File: config.mk
export PLATFORM = sky130hd
export DESIGN_NAME = pulse_peak_detector
export DESIGN_NICKNAME = d
export VERILOG_FILES = /design/src/rtl/pulse_pkg.sv /design/src/rtl/sat_counter.sv /design/src/rtl/pulse_peak_detector.sv
export SDC_FILE = /design/constraint.sdc
export NUM_CORES = 1
export LEC_CHECK = 0
export CAP_MARGIN = 0
export CORE_AREA = 2 2 156 158
export DETAILED_ROUTE_END_ITERATION = 16
export DIE_AREA = 0 0 158 160
export GPL_TIMING_DRIVEN = 0
export SLEW_MARGIN = 10
export SYNTH_ARGS = -nofsm -noshare
export SYNTH_HDL_FRONTEND = slang
export SYNTH_SLANG_ARGS = --single-unit
File: constraint.sdc
create_clock -name CLK_Filter -period 4.5 [get_ports CLK_Filter]
set_input_delay 0.45 -clock CLK_Filter [delete_from_list [all_inputs] [get_ports CLK_Filter]]
set_output_delay 0.45 -clock CLK_Filter [all_outputs]
set_load 0.05 [all_outputs]
File: src/rtl/pulse_pkg.sv
// Shared state encoding, default widths and a constant helper for the pulse peak detector.
package pulse_pkg;
  localparam int DATA_W_DEF = 20;
  localparam int CNT_W_DEF  = 16;

  typedef enum logic [1:0] {
    S_WARMUP  = 2'd0,
    S_SEARCH  = 2'd1,
    S_RISE    = 2'd2,
    S_REFRACT = 2'd3
  } pulse_state_t;

  function automatic int max_int(input int a, input int b);
    return (a > b) ? a : b;
  endfunction
endpackage

File: src/rtl/sat_counter.sv
// Up-counter that sticks at MAX; synchronous clear has priority over counting.
module sat_counter #(
  parameter int CNT_W = 16,
  parameter int MAX   = 4095
) (
  input  logic             clk_i,
  input  logic             rst_ni,
  input  logic             en_i,
  input  logic             clr_i,
  output logic [CNT_W-1:0] count_o
);
  localparam logic [CNT_W-1:0] MAX_C = CNT_W'(MAX);

  logic [CNT_W-1:0] count_q;

  always_ff @(posedge clk_i or negedge rst_ni) begin
    if (!rst_ni) begin
      count_q <= '0;
    end else if (clr_i) begin
      count_q <= '0;
    end else if (en_i && (count_q != MAX_C)) begin
      count_q <= count_q + 1'b1;
    end
  end

  assign count_o = count_q;
endmodule

File: src/rtl/pulse_peak_detector.sv
// PPG pulse peak detector: hysteresis peak search, refractory blanking, beat period,
// per-beat AC amplitude / DC trough and pulse-loss timeout.
module pulse_peak_detector
  import pulse_pkg::*;
#(
  parameter int DATA_W     = DATA_W_DEF,
  parameter int CNT_W      = CNT_W_DEF,
  parameter int WARMUP     = 24,
  parameter int HYST       = 64,
  parameter int REFRACT    = 64,
  parameter int MAX_PERIOD = 4095
) (
  input  logic              CLK_Filter,
  input  logic              rst_n,
  input  logic              sample_en,
  input  logic [DATA_W-1:0] Out_Filtered,
  output logic              beat,
  output logic [CNT_W-1:0]  period,
  output logic [DATA_W-1:0] ac_amp,
  output logic [DATA_W-1:0] dc_level,
  output logic              hr_valid,
  output logic              pulse_lost,
  output pulse_state_t      state_dbg_o
);
  localparam int                PHASE_MAX = max_int(WARMUP, REFRACT);
  localparam logic [DATA_W:0]   HYST_W    = (DATA_W + 1)'(HYST);
  localparam logic [CNT_W-1:0]  MAX_C     = CNT_W'(MAX_PERIOD);
  localparam logic [CNT_W-1:0]  WARMUP_C  = CNT_W'(WARMUP);
  localparam logic [CNT_W-1:0]  REFRACT_C = CNT_W'(REFRACT);

  pulse_state_t      state_q;
  logic [DATA_W-1:0] thr_q, win_min_q, peak_q;
  logic              have_beat_q;

  logic [CNT_W-1:0]  interval_cnt, phase_cnt;
  logic [DATA_W-1:0] x_min, span;
  logic              rise_start, beat_hit, timeout, warm_done, refract_done;
  logic              phase_en, phase_clr, interval_clr;

  // Sums are formed one bit wider so thr+HYST and x+HYST cannot wrap near full scale.
  assign x_min        = (Out_Filtered < win_min_q) ? Out_Filtered : win_min_q;
  assign span         = peak_q - win_min_q;
  assign rise_start   = (state_q == S_SEARCH) && ({1'b0, Out_Filtered} > ({1'b0, thr_q} + HYST_W));
  assign beat_hit     = (state_q == S_RISE) && (({1'b0, Out_Filtered} + HYST_W) < {1'b0, peak_q});
  assign timeout      = ((state_q == S_SEARCH) || (state_q == S_RISE)) && !beat_hit &&
                        (interval_cnt >= (MAX_C - 1'b1));
  assign warm_done    = (state_q == S_WARMUP) && (phase_cnt == (WARMUP_C - 1'b1));
  assign refract_done = (state_q == S_REFRACT) && (phase_cnt == (REFRACT_C - 1'b1));

  assign phase_en     = sample_en && ((state_q == S_WARMUP) || (state_q == S_REFRACT));
  assign phase_clr    = sample_en && (warm_done || refract_done || beat_hit || timeout);
  assign interval_clr = sample_en && (warm_done || beat_hit || timeout);

  sat_counter #(.CNT_W(CNT_W), .MAX(MAX_PERIOD)) u_interval (
    .clk_i   (CLK_Filter),
    .rst_ni  (rst_n),
    .en_i    (sample_en),
    .clr_i   (interval_clr),
    .count_o (interval_cnt)
  );

  sat_counter #(.CNT_W(CNT_W), .MAX(PHASE_MAX)) u_phase (
    .clk_i   (CLK_Filter),
    .rst_ni  (rst_n),
    .en_i    (phase_en),
    .clr_i   (phase_clr),
    .count_o (phase_cnt)
  );

  always_ff @(posedge CLK_Filter or negedge rst_n) begin
    if (!rst_n) begin
      state_q     <= S_WARMUP;
      thr_q       <= '0;
      win_min_q   <= '0;
      peak_q      <= '0;
      have_beat_q <= 1'b0;
      beat        <= 1'b0;
      pulse_lost  <= 1'b0;
      period      <= '0;
      ac_amp      <= '0;
      dc_level    <= '0;
      hr_valid    <= 1'b0;
    end else begin
      beat       <= 1'b0;
      pulse_lost <= 1'b0;
      if (sample_en) begin
        if (beat_hit) begin
          beat      <= 1'b1;
          ac_amp    <= span;
          dc_level  <= win_min_q;
          thr_q     <= win_min_q + (span >> 1);
          win_min_q <= Out_Filtered;
          state_q   <= S_REFRACT;
          if (have_beat_q) begin
            period   <= interval_cnt + 1'b1;
            hr_valid <= 1'b1;
          end
          have_beat_q <= 1'b1;
        end else if (timeout) begin
          pulse_lost  <= 1'b1;
          hr_valid    <= 1'b0;
          have_beat_q <= 1'b0;
          period      <= '0;
          state_q     <= S_WARMUP;
        end else begin
          unique case (state_q)
            S_WARMUP: begin
              if (warm_done) begin
                win_min_q <= Out_Filtered;
                thr_q     <= Out_Filtered;
                state_q   <= S_SEARCH;
              end
            end
            S_SEARCH: begin
              win_min_q <= x_min;
              if (rise_start) begin
                peak_q  <= Out_Filtered;
                state_q <= S_RISE;
              end
            end
            S_RISE: begin
              if (Out_Filtered > peak_q) peak_q <= Out_Filtered;
            end
            S_REFRACT: begin
              win_min_q <= x_min;
              if (refract_done) state_q <= S_SEARCH;
            end
          endcase
        end
      end
    end
  end

  assign state_dbg_o = state_q;
endmodule

Word level (Yosys, flattened, before mapping) --
Cells that the tools add are included. W data, S select, Z words.
Storage, ports and cells: input bits 23, bits in registers 154, output and inout port bits 61, word-level logic and storage cells 111
Cells by class: reductions and logical operators 36, bitwise operators 2, eq/ne operators 16, mux-type cells 33, add/sub/neg operators 6, $lt $le $gt $ge 5
Operators with widths (count):
- $mux W20 | 9
- $mux W16 | 7
- $pmux W20 S2 | 2
- $add A20 B7 Y21 const B | 2
- $add A16 B1 Y16 const B | 2
- $gt A20 B21 Y1 | 1
- $lt A21 B20 Y1 | 1
- $add A20 B19 Y20 | 1
- $gt A20 B20 Y1 | 1
- $lt A20 B20 Y1 | 1
- $sub A20 B20 Y20 | 1
- $eq A16 B5 Y1 const B | 1
- $eq A16 B6 Y1 const B | 1
- $ge A16 B12 Y1 const B | 1
- $ne A16 B12 Y1 const B | 1
- $ne A16 B7 Y1 const B | 1
- $ne A4 B4 Y1 const B | 3
- $reduce_bool A2 Y1 | 6
- $logic_and A1 B1 Y1 | 11
- $mux W2 | 5
- $reduce_and A5 Y1 | 2
- $mux W1 | 9
- $logic_or A1 B1 Y1 | 7
- $ne A2 B2 Y1 const B | 3
- 16 further kinds | 19

Depth between registers and ports, before layout --
word-level depth 9, gate-level depth with buffers 19, gate-level depth less buffers 19

Modules after synthesis --
Synthesis repeated with hierarchy kept, for this count alone.
Second synthesis, totals: cell total of the unflattened synthesis 1200, area total of the unflattened synthesis 10981.8 um2
By module, submodules not included:
- pulse_peak_detector | times used 1, seq. area each 3052.9 um2, area each 9232.6 um2, cells each 1021
- sat_counter (u_interval) | times used 1, seq. area each 400.4 um2, area each 875.8 um2, cells each 91
- sat_counter (u_phase) | times used 1, seq. area each 400.4 um2, area each 873.3 um2, cells each 88

Worst setup path after synthesis --
No wires, ideal clock.
kind register -> register, from reg win_min_q[2], to reg thr_q[19], library setup time 130 ps, cell stages (with the launch flop) 19, arrival 3628 ps, setup slack 743 ps, path through dfrtp_1 inv_1 ha_1 nor2b_1 o2111ai_1 nand2_1 o41a_1 o21a_1 a311o_1 xor2_1 ha_1 a21o_1 a21o_1 a31oi_1 a31o_2 a21oi_1 a31oi_1 xnor2_1 a22oi_1
On the way: word-level cells in the longest chain between the ends 3
RTL lines:
- start: declaration | RTL line pulse_peak_detector.sv:32 | logic [DATA_W-1:0] thr_q, win_min_q, peak_q;
- start signal: assignment | RTL line pulse_peak_detector.sv:92 | win_min_q <= Out_Filtered;
- start signal: assignment | RTL line pulse_peak_detector.sv:109 | win_min_q <= Out_Filtered;
- start signal: assignment | RTL line pulse_peak_detector.sv:115 | win_min_q <= x_min;
- $sub A20 B20 Y20 | RTL line pulse_peak_detector.sv:42 | assign span = peak_q - win_min_q;
- named net span[16] | RTL line pulse_peak_detector.sv:36 | logic [DATA_W-1:0] x_min, span;
- $add A20 B19 Y20 | RTL line pulse_peak_detector.sv:91 | thr_q <= win_min_q + (span >> 1);
- $mux W20 | RTL line pulse_peak_detector.sv:87 | if (beat_hit) begin
- end signal: assignment | RTL line pulse_peak_detector.sv:91
- end signal: assignment | RTL line pulse_peak_detector.sv:110 | thr_q <= Out_Filtered;
- end: declaration | RTL line pulse_peak_detector.sv:32
The timed path passes the listed nets, and every way through them passes these cells. A chain may end at the register's enable or synchronous reset.

Final worst setup path --
Ends and elaborated chain as after synthesis.

==> out/results.txt <==
Status: complete, no violations
Worst-Margin Slew: 0.693 ns
Overflow after GRT: 0
Crit end category: flip-flop
Gp weighted congestion: 0.880
Worst Skew: 0.0101 ns
Largest net degree at the start of global routing: 105
First-pass GRT wire length: 46.0 mm
Reg clk slew, reported paths: 0.06 ns
Max Fanout on Critical Path: 5
DRC: 0
Hold depth: 2
TNS Setup: 0 ns
Area after DPL: 11,900 um^2
Final Cell Area: 12,700 um^2
Commonest cells in the synthesized netlist: 154 x dfrtp_1, 122 x ha_1, 94 x nand2_1
Post-synth EDFFs: 0
Slowest CP cell: o41a_1
Syn nets: 1,273
IO Pins: 84
CP top delay family: compound AO/OA/AOI/OAI gates
Reg-to-reg startpoint: win_min_q[2]$_DFFE_PN0P_
Worst EP arrival: 4.66 ns
Root Buffer: clkbuf_16
Die height: 160 um
# port buffers: 83
Final Max Slew Viols: 0
Antenna violation net count after detailed routing: 0
F_max: 229 MHz
Avg Inst Size Synth: 9.46 um^2
Post-synth top area share: 36.2%
CTS tree: done
Worst path bufs/invs: 1
Initial core utilization: 44.7%
Core ar.: 23,800 um^2
CP Launch Type: flip-flop
Sequential cell area fraction in the yosys report: 36.2%
Count leader, synth: dfrtp_1
Post-synth cell types: 71
Maximum clock insertion buffer count: 2
Hold Fails Final Rpt: 0
GRT Total Usage: 23.2%
Crit path time final: 4.36 ns
Nets: 1,381
Relative slew slack: 53.2%
Hold Slack: 0.474 ns
R2R Setup Slk: 0.14 ns
Vias in the first global route: 8,710
Area delta synth->final: 19.4%
Worst Hold Class: flip-flop to flip-flop
Setup violations, final: 0
Clk_lat worst skew: 0.43 ns
Kind of critical path: flip-flop to flip-flop
Die area: 25,300 um^2
FF+latch count, synth: 154
# diodes: 0
Die width: 158 um
Most used DFF post-synth: dfrtp_1
Initial antenna violation count: 0
Num rows: 57
Via count: 8,620
Initial DRC count: 439
Synth Instances: 1,126
Worst Min Path Start: dc_level[9]$_DFFE_PN0P_
Detailed-placement wirelength estimate: 21.2 mm
Dpl ws: -0.510 ns
CP required: 4.80 ns
Crit path largest cell delay: 0.50 ns
Crit share post-route: 96.8%
CTS buffer count: 17
Routed wire length: 28.5 mm
Clock sink count: 154
R2r worst-path depth: 18
Yosys top cell by area: dfrtp_1
Drt first pass iters: 6
Wire length per cell: 18.1 um
FF-to-FF End: thr_q[19]$_DFFE_PN0P_
Synthesis Warnings: 0
Chain of cells forming the critical path: inv_1, ha_1, nor2b_2, o2111ai_2, nand2_2, o41a_1, o21a_1, a311o_1, xor2_2, ha_4, a21o_1, a21o_1, a31oi_2, a31o_2, a21oi_2, a31oi_2, xnor2_2, a22oi_1
Vias/cell: 5.49
Cells taking the most area after synthesis: dfrtp_1 36%, ha_1 14%, mux2_1 3.9%
Hold Path End: dc_level[9]$_DFFE_PN0P_
Final Worst Setup Slack: 0.143 ns
H-tree depth: 4
Share of cells above drive strength 1: 8.67%
Max-cap viol count: 0
Ys async rst share: 100%
Post-Syn Area: 10,600 um^2
## sequential cells by signal, indices dropped and copies added (netlist names), 2 cells and up
| register | count |
|---|---|
| ac_amp | 20 |
| dc_level | 20 |
| peak_q | 20 |
| thr_q | 20 |
| win_min_q | 20 |
| period | 16 |
| u_interval.count_o | 16 |
| u_phase.count_o | 16 |
| state_dbg_o | 2 |
## final cells by class
type,instances,area (um^2)
buffer,32,156
clock inverter,11,149
fill,2273,11100
tap,324,405
clock buffer,20,437
timing repair buffer,89,908
multi-input combinational,870,6550
inverter,70,263
sequential,154,3850
## timing repair
item | in CTS | in global routing
hold buffers | 1 | 0
pin swaps | 0 | 9
buffers inserted | 0 | 4
resized for setup | 8 | 30
endpoints found under the hold margin | 50 | 0
setup endpoints to repair | 18 | 135
## how the worst max path moves through the flow
stage / from / endpoint / slack [ns] / cells after the start
6_report: win_min_q[2]$_DFFE_PN0P_ / thr_q[19]$_DFFE_PN0P_ / 0.14 / 18
5_1_grt: win_min_q[2]$_DFFE_PN0P_ / thr_q[19]$_DFFE_PN0P_ / -0.03 / 18
4_1_cts: win_min_q[2]$_DFFE_PN0P_ / thr_q[19]$_DFFE_PN0P_ / 0.04 / 18
3_5_place_dp: Out_Filtered[7] / u_phase.count_o[13]$_DFFE_PN0P_ / -0.51 / 14
3_3_place_gp: rst_n / period[5]$_DFFE_PN0P_ / -3.80 / 1
2_1_floorplan: win_min_q[2]$_DFFE_PN0P_ / thr_q[19]$_DFFE_PN0P_ / 0.74 / 18
## through the flow
step,std cells,utilization (%)
detailed placement,1534,50.0
global placement,1533,49.9
finish,1570,53.4
floorplan,1126,-
CTS,1566,52.7
global route,1570,53.4
## layout by cell type (no fill, tap or decap), types with 9 or more instances in the layout
master,count
o21ai_1,9
clkbuf_16,17
and3_1,14
clkdlybuf4s50_1,80
mux2i_1,18
nand4_1,16
mux2_1,37
clkbuf_1,17
o2bb2ai_1,16
buf_2,11
nor4_1,14
a21o_1,31
nor2_1,87
xor2_1,37
ha_1,119
nand3_1,35
o31ai_1,11
mux2_2,19
a21oi_1,56
dfrtp_1,154
o21a_1,11
inv_1,69
o21ai_0,74
nand2_1,93
xnor2_1,44
## layer usage
metal	track usage, %	routed length [um]	vias up	part of all wire (%)
met3	3.77	861	41	3.0
met1	31.4	13400	4174	47
met4	7.04	652	0	2.3
met5	0	0	-	0
li1	-	-	4252	-
met2	38.0	13600	153	48
## worst register-to-register path, stage by stage, from the launching register on
cell	delay, ns
dfrtp_1	0.38
inv_1	0.09
ha_1	0.35
nor2b_2	0.19
o2111ai_2	0.24
nand2_2	0.11
o41a_1	0.50
o21a_1	0.26
a311o_1	0.40
xor2_2	0.24
ha_4	0.27
a21o_1	0.19
a21o_1	0.20
a31oi_2	0.16
a31o_2	0.14
a21oi_2	0.06
a31oi_2	0.22
xnor2_2	0.15
a22oi_1	0.08
## kinds of logic after synthesis
logic type / share of synthesized area (%)
simple gates: 14.5
compound gates: 16.1
flops: 36.2
fa+ha+maj: 14.7
buf+inv: 3.90
xor+xnor: 6.91
mux: 7.61
Power is left out: the tool's default activity adds up to more than one toggle a clock period on the data nets, which glitch-free logic cannot reach.
==> edit 1, RTL diff (config.mk and constraints unchanged) <==
Register the inputs `sample_en` and `Out_Filtered` before use. The logic sees them one clock later.
--- a/src/rtl/pulse_peak_detector.sv
+++ b/src/rtl/pulse_peak_detector.sv
@@ -29,4 +29,12 @@
   localparam logic [CNT_W-1:0]  REFRACT_C = CNT_W'(REFRACT);
 
+  logic sample_en_q;
+  logic [DATA_W-1:0] Out_Filtered_q;
+
+  always_ff @(posedge CLK_Filter) begin
+    sample_en_q    <= sample_en;
+    Out_Filtered_q <= Out_Filtered;
+  end
+
   pulse_state_t      state_q;
   logic [DATA_W-1:0] thr_q, win_min_q, peak_q;
@@ -39,8 +47,8 @@
 
   // Sums are formed one bit wider so thr+HYST and x+HYST cannot wrap near full scale.
-  assign x_min        = (Out_Filtered < win_min_q) ? Out_Filtered : win_min_q;
+  assign x_min        = (Out_Filtered_q < win_min_q) ? Out_Filtered_q : win_min_q;
   assign span         = peak_q - win_min_q;
-  assign rise_start   = (state_q == S_SEARCH) && ({1'b0, Out_Filtered} > ({1'b0, thr_q} + HYST_W));
-  assign beat_hit     = (state_q == S_RISE) && (({1'b0, Out_Filtered} + HYST_W) < {1'b0, peak_q});
+  assign rise_start   = (state_q == S_SEARCH) && ({1'b0, Out_Filtered_q} > ({1'b0, thr_q} + HYST_W));
+  assign beat_hit     = (state_q == S_RISE) && (({1'b0, Out_Filtered_q} + HYST_W) < {1'b0, peak_q});
   assign timeout      = ((state_q == S_SEARCH) || (state_q == S_RISE)) && !beat_hit &&
                         (interval_cnt >= (MAX_C - 1'b1));
@@ -48,12 +56,12 @@
   assign refract_done = (state_q == S_REFRACT) && (phase_cnt == (REFRACT_C - 1'b1));
 
-  assign phase_en     = sample_en && ((state_q == S_WARMUP) || (state_q == S_REFRACT));
-  assign phase_clr    = sample_en && (warm_done || refract_done || beat_hit || timeout);
-  assign interval_clr = sample_en && (warm_done || beat_hit || timeout);
+  assign phase_en     = sample_en_q && ((state_q == S_WARMUP) || (state_q == S_REFRACT));
+  assign phase_clr    = sample_en_q && (warm_done || refract_done || beat_hit || timeout);
+  assign interval_clr = sample_en_q && (warm_done || beat_hit || timeout);
 
   sat_counter #(.CNT_W(CNT_W), .MAX(MAX_PERIOD)) u_interval (
     .clk_i   (CLK_Filter),
     .rst_ni  (rst_n),
-    .en_i    (sample_en),
+    .en_i    (sample_en_q),
     .clr_i   (interval_clr),
     .count_o (interval_cnt)
@@ -84,5 +92,5 @@
       beat       <= 1'b0;
       pulse_lost <= 1'b0;
-      if (sample_en) begin
+      if (sample_en_q) begin
         if (beat_hit) begin
           beat      <= 1'b1;
@@ -90,5 +98,5 @@
           dc_level  <= win_min_q;
           thr_q     <= win_min_q + (span >> 1);
-          win_min_q <= Out_Filtered;
+          win_min_q <= Out_Filtered_q;
           state_q   <= S_REFRACT;
           if (have_beat_q) begin
@@ -107,6 +115,6 @@
             S_WARMUP: begin
               if (warm_done) begin
-                win_min_q <= Out_Filtered;
-                thr_q     <= Out_Filtered;
+                win_min_q <= Out_Filtered_q;
+                thr_q     <= Out_Filtered_q;
                 state_q   <= S_SEARCH;
               end
@@ -115,10 +123,10 @@
               win_min_q <= x_min;
               if (rise_start) begin
-                peak_q  <= Out_Filtered;
+                peak_q  <= Out_Filtered_q;
                 state_q <= S_RISE;
               end
             end
             S_RISE: begin
-              if (Out_Filtered > peak_q) peak_q <= Out_Filtered;
+              if (Out_Filtered_q > peak_q) peak_q <= Out_Filtered_q;
             end
             S_REFRACT: begin
Check against the original RTL: same outputs for any inputs over 10 cycles, from zero or initial values and one cycle with rst_n low; that may be too few to reach the edited logic, so the function may still have changed.
==> edit 1 against the unedited design <==
  * Synthesized cell count is 0.53% lower
  * Sequential cell count is 21 higher
  * Clock skew is 5.6 ps higher
  * Design area is 2.8% higher
  * Area after synthesis is 4.0% higher
  * Final cell count is 0.57% lower
  * Worst setup slack worse by 82 ps
  * Routed wire length is 1.6% lower
  * Utilization is 1.5 points higher
Power is not shown: default switching activity piles up to over one toggle a cycle in this logic, so the estimate is an artifact.
==> edit 1: results (changes against the unedited design) <==
<table>
<tr><th>Metric</th><th>Value</th></tr>
<tr><th colspan="2">Global routing</th></tr>
<tr><td>Global-route wire length before repair</td><td>45.37 mm (-1.3%)</td></tr>
<tr><td>Global-route track usage on met1</td><td>33.90% (+2.5 points)</td></tr>
<tr><td>Vias in the first global route</td><td>8521 (-2.2%)</td></tr>
<tr><td>GR Util met2</td><td>36.07% (-2.0 points)</td></tr>
<tr><td>Met3 track utilization from global routing</td><td>3.039% (-0.73 points)</td></tr>
<tr><th colspan="2">Clock network</th></tr>
<tr><td>CTS clk-pin slew, worst paths</td><td>80 ps (+20 ps)</td></tr>
<tr><th colspan="2">Critical path</th></tr>
<tr><td>Critical Path Slowest Stage Cell</td><td>sky130_fd_sc_hd__or4_1</td></tr>
<tr><td>Crit path max fanout</td><td>4 (-1)</td></tr>
<tr><td>Endpoint arrival time on the critical path</td><td>4820 ps (+160 ps)</td></tr>
<tr><td>R2R Setup Slk</td><td>60 ps (-80 ps)</td></tr>
<tr><td>Cell class contributing the biggest share of worst-path delay</td><td>simple AND/OR/NAND/NOR gates</td></tr>
<tr><td>Delay contributed by the slowest stage of the critical path</td><td>430 ps (-70 ps)</td></tr>
<tr><th colspan="2">Logic synthesis</th></tr>
<tr><td>Cell types with the highest counts after synthesis</td><td>154 x sky130_fd_sc_hd__dfrtp_1, 122 x sky130_fd_sc_hd__ha_1, 87 x sky130_fd_sc_hd__inv_1</td></tr>
<tr><td>Synth async-reset ratio</td><td>88.00% (-12 points)</td></tr>
<tr><td>Synthesized net count</td><td>1267 (-0.47%)</td></tr>
<tr><td>Largest cells by area after synthesis</td><td>sky130_fd_sc_hd__dfrtp_1 35%, sky130_fd_sc_hd__ha_1 14%, sky130_fd_sc_hd__mux2_2 7.1%</td></tr>
<tr><td>Number of library cell types mapped by synthesis</td><td>70 (-1.4%)</td></tr>
<tr><th colspan="2">Routing</th></tr>
<tr><td>Iteration-0 DRC Markers</td><td>554 (+26%)</td></tr>
<tr><td>Routed WL per cell</td><td>17.95 um (-1.1%)</td></tr>
<tr><td>Pre-antenna DRT Iters</td><td>5 (-1)</td></tr>
<tr><td>Number of vias per cell after detailed routing</td><td>5.495 (about the same)</td></tr>
<tr><th colspan="2">Run status</th></tr>
<tr><td>Result of the run</td><td>completed</td></tr>
<tr><th colspan="2">Worst hold path</th></tr>
<tr><td>Kind of path behind the tightest hold check</td><td>input pin to async pin</td></tr>
<tr><th colspan="2">Placed design</th></tr>
<tr><td>Dpl hpwl</td><td>20.99 mm (-1.2%)</td></tr>
<tr><th colspan="2">STA</th></tr>
<tr><td>Clock Skews</td><td>15.76 ps (+5.647 ps)</td></tr>
<tr><td>Transition time at the pin with the least slew margin</td><td>886.4 ps (+193.5 ps)</td></tr>
</table>
-- edit 1: changes by cell type after synthesis, sizes merged, moves of 7 or more --
cell | before | now
a21oi | 60 | 48
o21ai | 84 | 66
o31ai | 12 | 5
buf | 16 | 7
o2bb2ai | 16 | 1
nor2 | 89 | 72
nand4 | 16 | 23
nand2 | 94 | 71
dfxtp | 0 | 21
inv | 70 | 87
o22ai | 3 | 19
mux2 | 56 | 73
nor4 | 15 | 3
-- edit 1: cell families after synthesis --
| group | Yosys count | synth area share [%] |
|---|---|---|
| adder cells (fa/ha/maj) | 124 | 14.14 |
| multiplexers | 87 | 8.755 |
| flip-flops | 175 | 38.59 |
| buffers and inverters | 110 | 3.807 |
| AO/OA/AOI/OAI | 251 | 14.84 |
| AND/OR/NAND/NOR | 285 | 12.90 |
| XOR/XNOR | 88 | 6.959 |
-- edit 1: cell type report --
cell class,instances,area (um^2)
fillers,2234,10750
multi-input cells,835,6518
flip-flops and latches,175,4279
repair buffers,86,878.3
clock buffers,17,425.4
well taps,324,405.4
inverters,88,330.3
clock inverters,15,143.9
plain buffers,21,92.59
-- edit 1: routing by layer --
| metal | vias to the layer above | share of wire, % |
|---|---|---|
| met3 | 20 | 3.9 |
| met1 | 4158 | 49 |
| met5 | - | 0 |
| met2 | 156 | 45 |
| li1 | 4243 | - |
| met4 | 0 | 1.4 |
-- edit 1: how the worst max path moves through the flow --
stage / start / end / slack (ps) / depth (start not counted)
global placement: rst_n / period[6] / -3890 / 1
global route: peak_q[0] / thr_q[19] / -110 / 19
detailed placement: win_min_q[1] / thr_q[19] / -530 / 18
finish: peak_q[0] / thr_q[19] / 60 / 18
CTS: Out_Filtered_q[7] / peak_q[13] / 0.2 / 15
floorplan: win_min_q[2] / thr_q[18] / 470 / 16
-- edit 1: timing repair --
item | CTS | global route
buffers inserted | 0 | 2
hold endpoints to repair | 0 | 0
gates cloned | 0 | 0
endpoints found under the setup margin | 32 | 71
resized for setup | 11 | 28
pin swaps | 1 | 4
-- edit 1: per-stage QoR --
| step | hold slack, ps | cells | area [um^2] |
|---|---|---|---|
| 2_1_floorplan | 154.4 | 1120 | 11080 |
| 3_3_place_gp | 462.1 | 1527 | 12310 |
| 3_5_place_dp | 470.4 | 1528 | 12340 |
| 4_1_cts | 41.46 | 1560 | 12960 |
| 5_1_grt | 63.06 | 1561 | 13070 |
| 6_report | 14.57 | 1561 | 13070 |
==> edit 2, RTL diff (config.mk and constraints unchanged) <==
Without the edit above. Set the package constant `DATA_W_DEF` to 30 (it was 20).
--- a/src/rtl/pulse_pkg.sv
+++ b/src/rtl/pulse_pkg.sv
@@ -1,5 +1,5 @@
 // Shared state encoding, default widths and a constant helper for the pulse peak detector.
 package pulse_pkg;
-  localparam int DATA_W_DEF = 20;
+  localparam int DATA_W_DEF = 30;
   localparam int CNT_W_DEF  = 16;
 
Interface: changed (resized Out_Filtered, ac_amp and dc_level); port bits go from 84 to 114. No check against the original RTL was run, so the function may have changed too.
==> edit 2 against the unedited design <==
  * Critical endpoint is now thr_q[28]
  * First-iteration DRC count up 130%
  * Sequential share of layout area down 2.5 points
  * Synthesized cell count up 43%
  * Worst hold slack worse by 99 ps
  * Worst setup slack worse by 170 ps
  * Routed wire length up 53%
  * Design area up 44%
  * Largest cell class unchanged
  * The flow now finishes with violations (setup timing)
  * Sequential cell count up 50
  * Area after synthesis up 38%
  * Clock skew about the same
Power is not shown: default switching activity piles up to over one toggle a cycle in this logic, so the estimate is an artifact.
==> edit 2: results (changes against the unedited design) <==
<table>
<tr><th>Metric</th><th>Value</th></tr>
<tr><th colspan="2">Run status</th></tr>
<tr><td>Result of the run</td><td>finished with violations</td></tr>
<tr><td>Violations in the final reports</td><td>setup timing</td></tr>
<tr><th colspan="2">STA</th></tr>
<tr><td>Clock Skews</td><td>10.33 ps (+0.2119 ps)</td></tr>
<tr><td>Fin worst setup slack</td><td>-27.11 ps (-169.7 ps)</td></tr>
<tr><td>Transition time at the pin with the least slew margin</td><td>688.3 ps (-4.539 ps)</td></tr>
<tr><td>Final-report setup violation count</td><td>2 (+2)</td></tr>
<tr><th colspan="2">Clock network</th></tr>
<tr><td>Number of buffers created by CTS</td><td>24 (+7)</td></tr>
<tr><td>CTS clk-pin slew, worst paths</td><td>60 ps (about the same)</td></tr>
<tr><td>H-tree levels</td><td>1 (-3)</td></tr>
<tr><td>Largest buffer count on any clock path</td><td>3 (+1)</td></tr>
<tr><th colspan="2">Finish</th></tr>
<tr><td>Share of cells above drive strength 1</td><td>15.32% (+6.6 points)</td></tr>
<tr><td>Final cell count without fillers</td><td>2152 (+37%)</td></tr>
<tr><th colspan="2">Critical path</th></tr>
<tr><td>Crit path max fanout</td><td>6 (+1)</td></tr>
<tr><td>Critical Path Slowest Stage Cell</td><td>sky130_fd_sc_hd__dfrtp_1</td></tr>
<tr><td>Register-to-Register Path Depth</td><td>20 (+2)</td></tr>
<tr><td>Endpoint arrival time on the critical path</td><td>4930 ps (+270 ps)</td></tr>
<tr><th colspan="2">Logic synthesis</th></tr>
<tr><td>Number of library cell types mapped by synthesis</td><td>67 (-5.6%)</td></tr>
<tr><td>Mean area per synthesized cell</td><td>9.145 um^2 (-3.3%)</td></tr>
<tr><td>Post-synthesis sequential area ratio</td><td>34.67% (-1.5 points)</td></tr>
<tr><td>Synthesized net count</td><td>1826 (+43%)</td></tr>
<tr><td>Largest cells by area after synthesis</td><td>sky130_fd_sc_hd__dfrtp_1 35%, sky130_fd_sc_hd__ha_1 15%, sky130_fd_sc_hd__xnor2_1 4.7%</td></tr>
<tr><th colspan="2">Routing</th></tr>
<tr><td>Iteration-0 DRC Markers</td><td>1009 (+130%)</td></tr>
<tr><td>DR WL met3</td><td>2.883 mm (+230%)</td></tr>
<tr><td>Detail Route met2 WL</td><td>20.55 mm (+51%)</td></tr>
<tr><td>Met1 wire length</td><td>18.53 mm (+39%)</td></tr>
<tr><td>Vias</td><td>13050 (+51%)</td></tr>
<tr><th colspan="2">Global routing</th></tr>
<tr><td>Maximum number of pins on one net before global-route repair</td><td>93 (-11%)</td></tr>
<tr><td>Global-route usage over all layers</td><td>34.05% (+11 points)</td></tr>
<tr><td>Global-route wire length before repair</td><td>67.35 mm (+47%)</td></tr>
<tr><th colspan="2">Placed design</th></tr>
<tr><td>Total instance count after detailed placement</td><td>2048 (+34%)</td></tr>
<tr><td>Dpl hpwl</td><td>31.30 mm (+47%)</td></tr>
<tr><td>GPL Wtd Cong</td><td>0.9263 (+5.3%)</td></tr>
</table>
## edit 2: cell count changes after synthesis, sizes merged, moves of 19 or more
| cell | delta |
|---|---|
| nand4 | +28 |
| a21o | +19 |
| inv | +33 |
| xor2 | +19 |
| a21oi | +61 |
| ha | +59 |
| xnor2 | +34 |
| nand2 | +76 |
| nor3 | +19 |
| dfrtp | +50 |
| nor2 | +35 |
## edit 2: layout make-up
class	count	area, um^2
sequential	204	5106
multi-input combinational	1258	9743
inverter	103	394.1
fill	1686	5465
timing repair buffer	179	1659
clock inverter	6	82.58
clock buffer	35	723.2
tap	324	405.4
buffer	43	241.5
## edit 2: metal layers
layer	track usage (%)	vias up
li1	-	6124
met1	44.69	6338
met2	55.22	458
met3	6.757	125
met4	13.68	0
met5	0	-
## edit 2: cells by family (layout without fill, tap and decap cells)
group,after synthesis,after routing,share of synthesized area (%)
and+or+nand+nor,497,497,16.01
adders and majority gates,183,183,15.65
xor gates and xnor gates,137,137,8.150
AOI/OAI and AO/OA,352,352,14.69
buffers and inverters,148,366,4.173
muxes,89,89,6.646
DFF,204,204,34.67
## edit 2: worst paths after layout
kind	startpoint	end	slack (ps)
max	win_min_q[12]	thr_q[28]	-30
min	Out_Filtered[11]	peak_q[11]	380
max reg2reg	win_min_q[12]	thr_q[28]	-30
min reg2reg	ac_amp[20]	ac_amp[20]	470
max in group asynchronous	rst_n	period[0]	3240
min in group asynchronous	rst_n	dc_level[21]	430
## edit 2: through the flow
| stage | setup TNS (ps) | hold WS [ps] | cell area [um^2] | setup slack, ps |
|---|---|---|---|---|
| 3_3_place_gp | -1383890 | 456.9 | 16250 | -5735 |
| 2_1_floorplan | 0 | 154.4 | 14720 | 189.8 |
| 4_1_cts | -206.1 | 408.9 | 17730 | -82.47 |
| 3_5_place_dp | -219560 | 406.0 | 16310 | -1467 |
| 6_report | -49.91 | 375.0 | 18360 | -27.11 |
| 5_1_grt | -1345 | 382.8 | 18360 | -198.7 |
## edit 2: what timing repair did
action                                  4_1_cts  5_1_grt
endpoints found under the hold margin        54        0
endpoints found under the setup margin      204      182
gates resized for setup                      88       88
pin swaps                                    37       56
gates cloned                                  0        0
hold buffers                                  1        0
setup buffers                                30       34
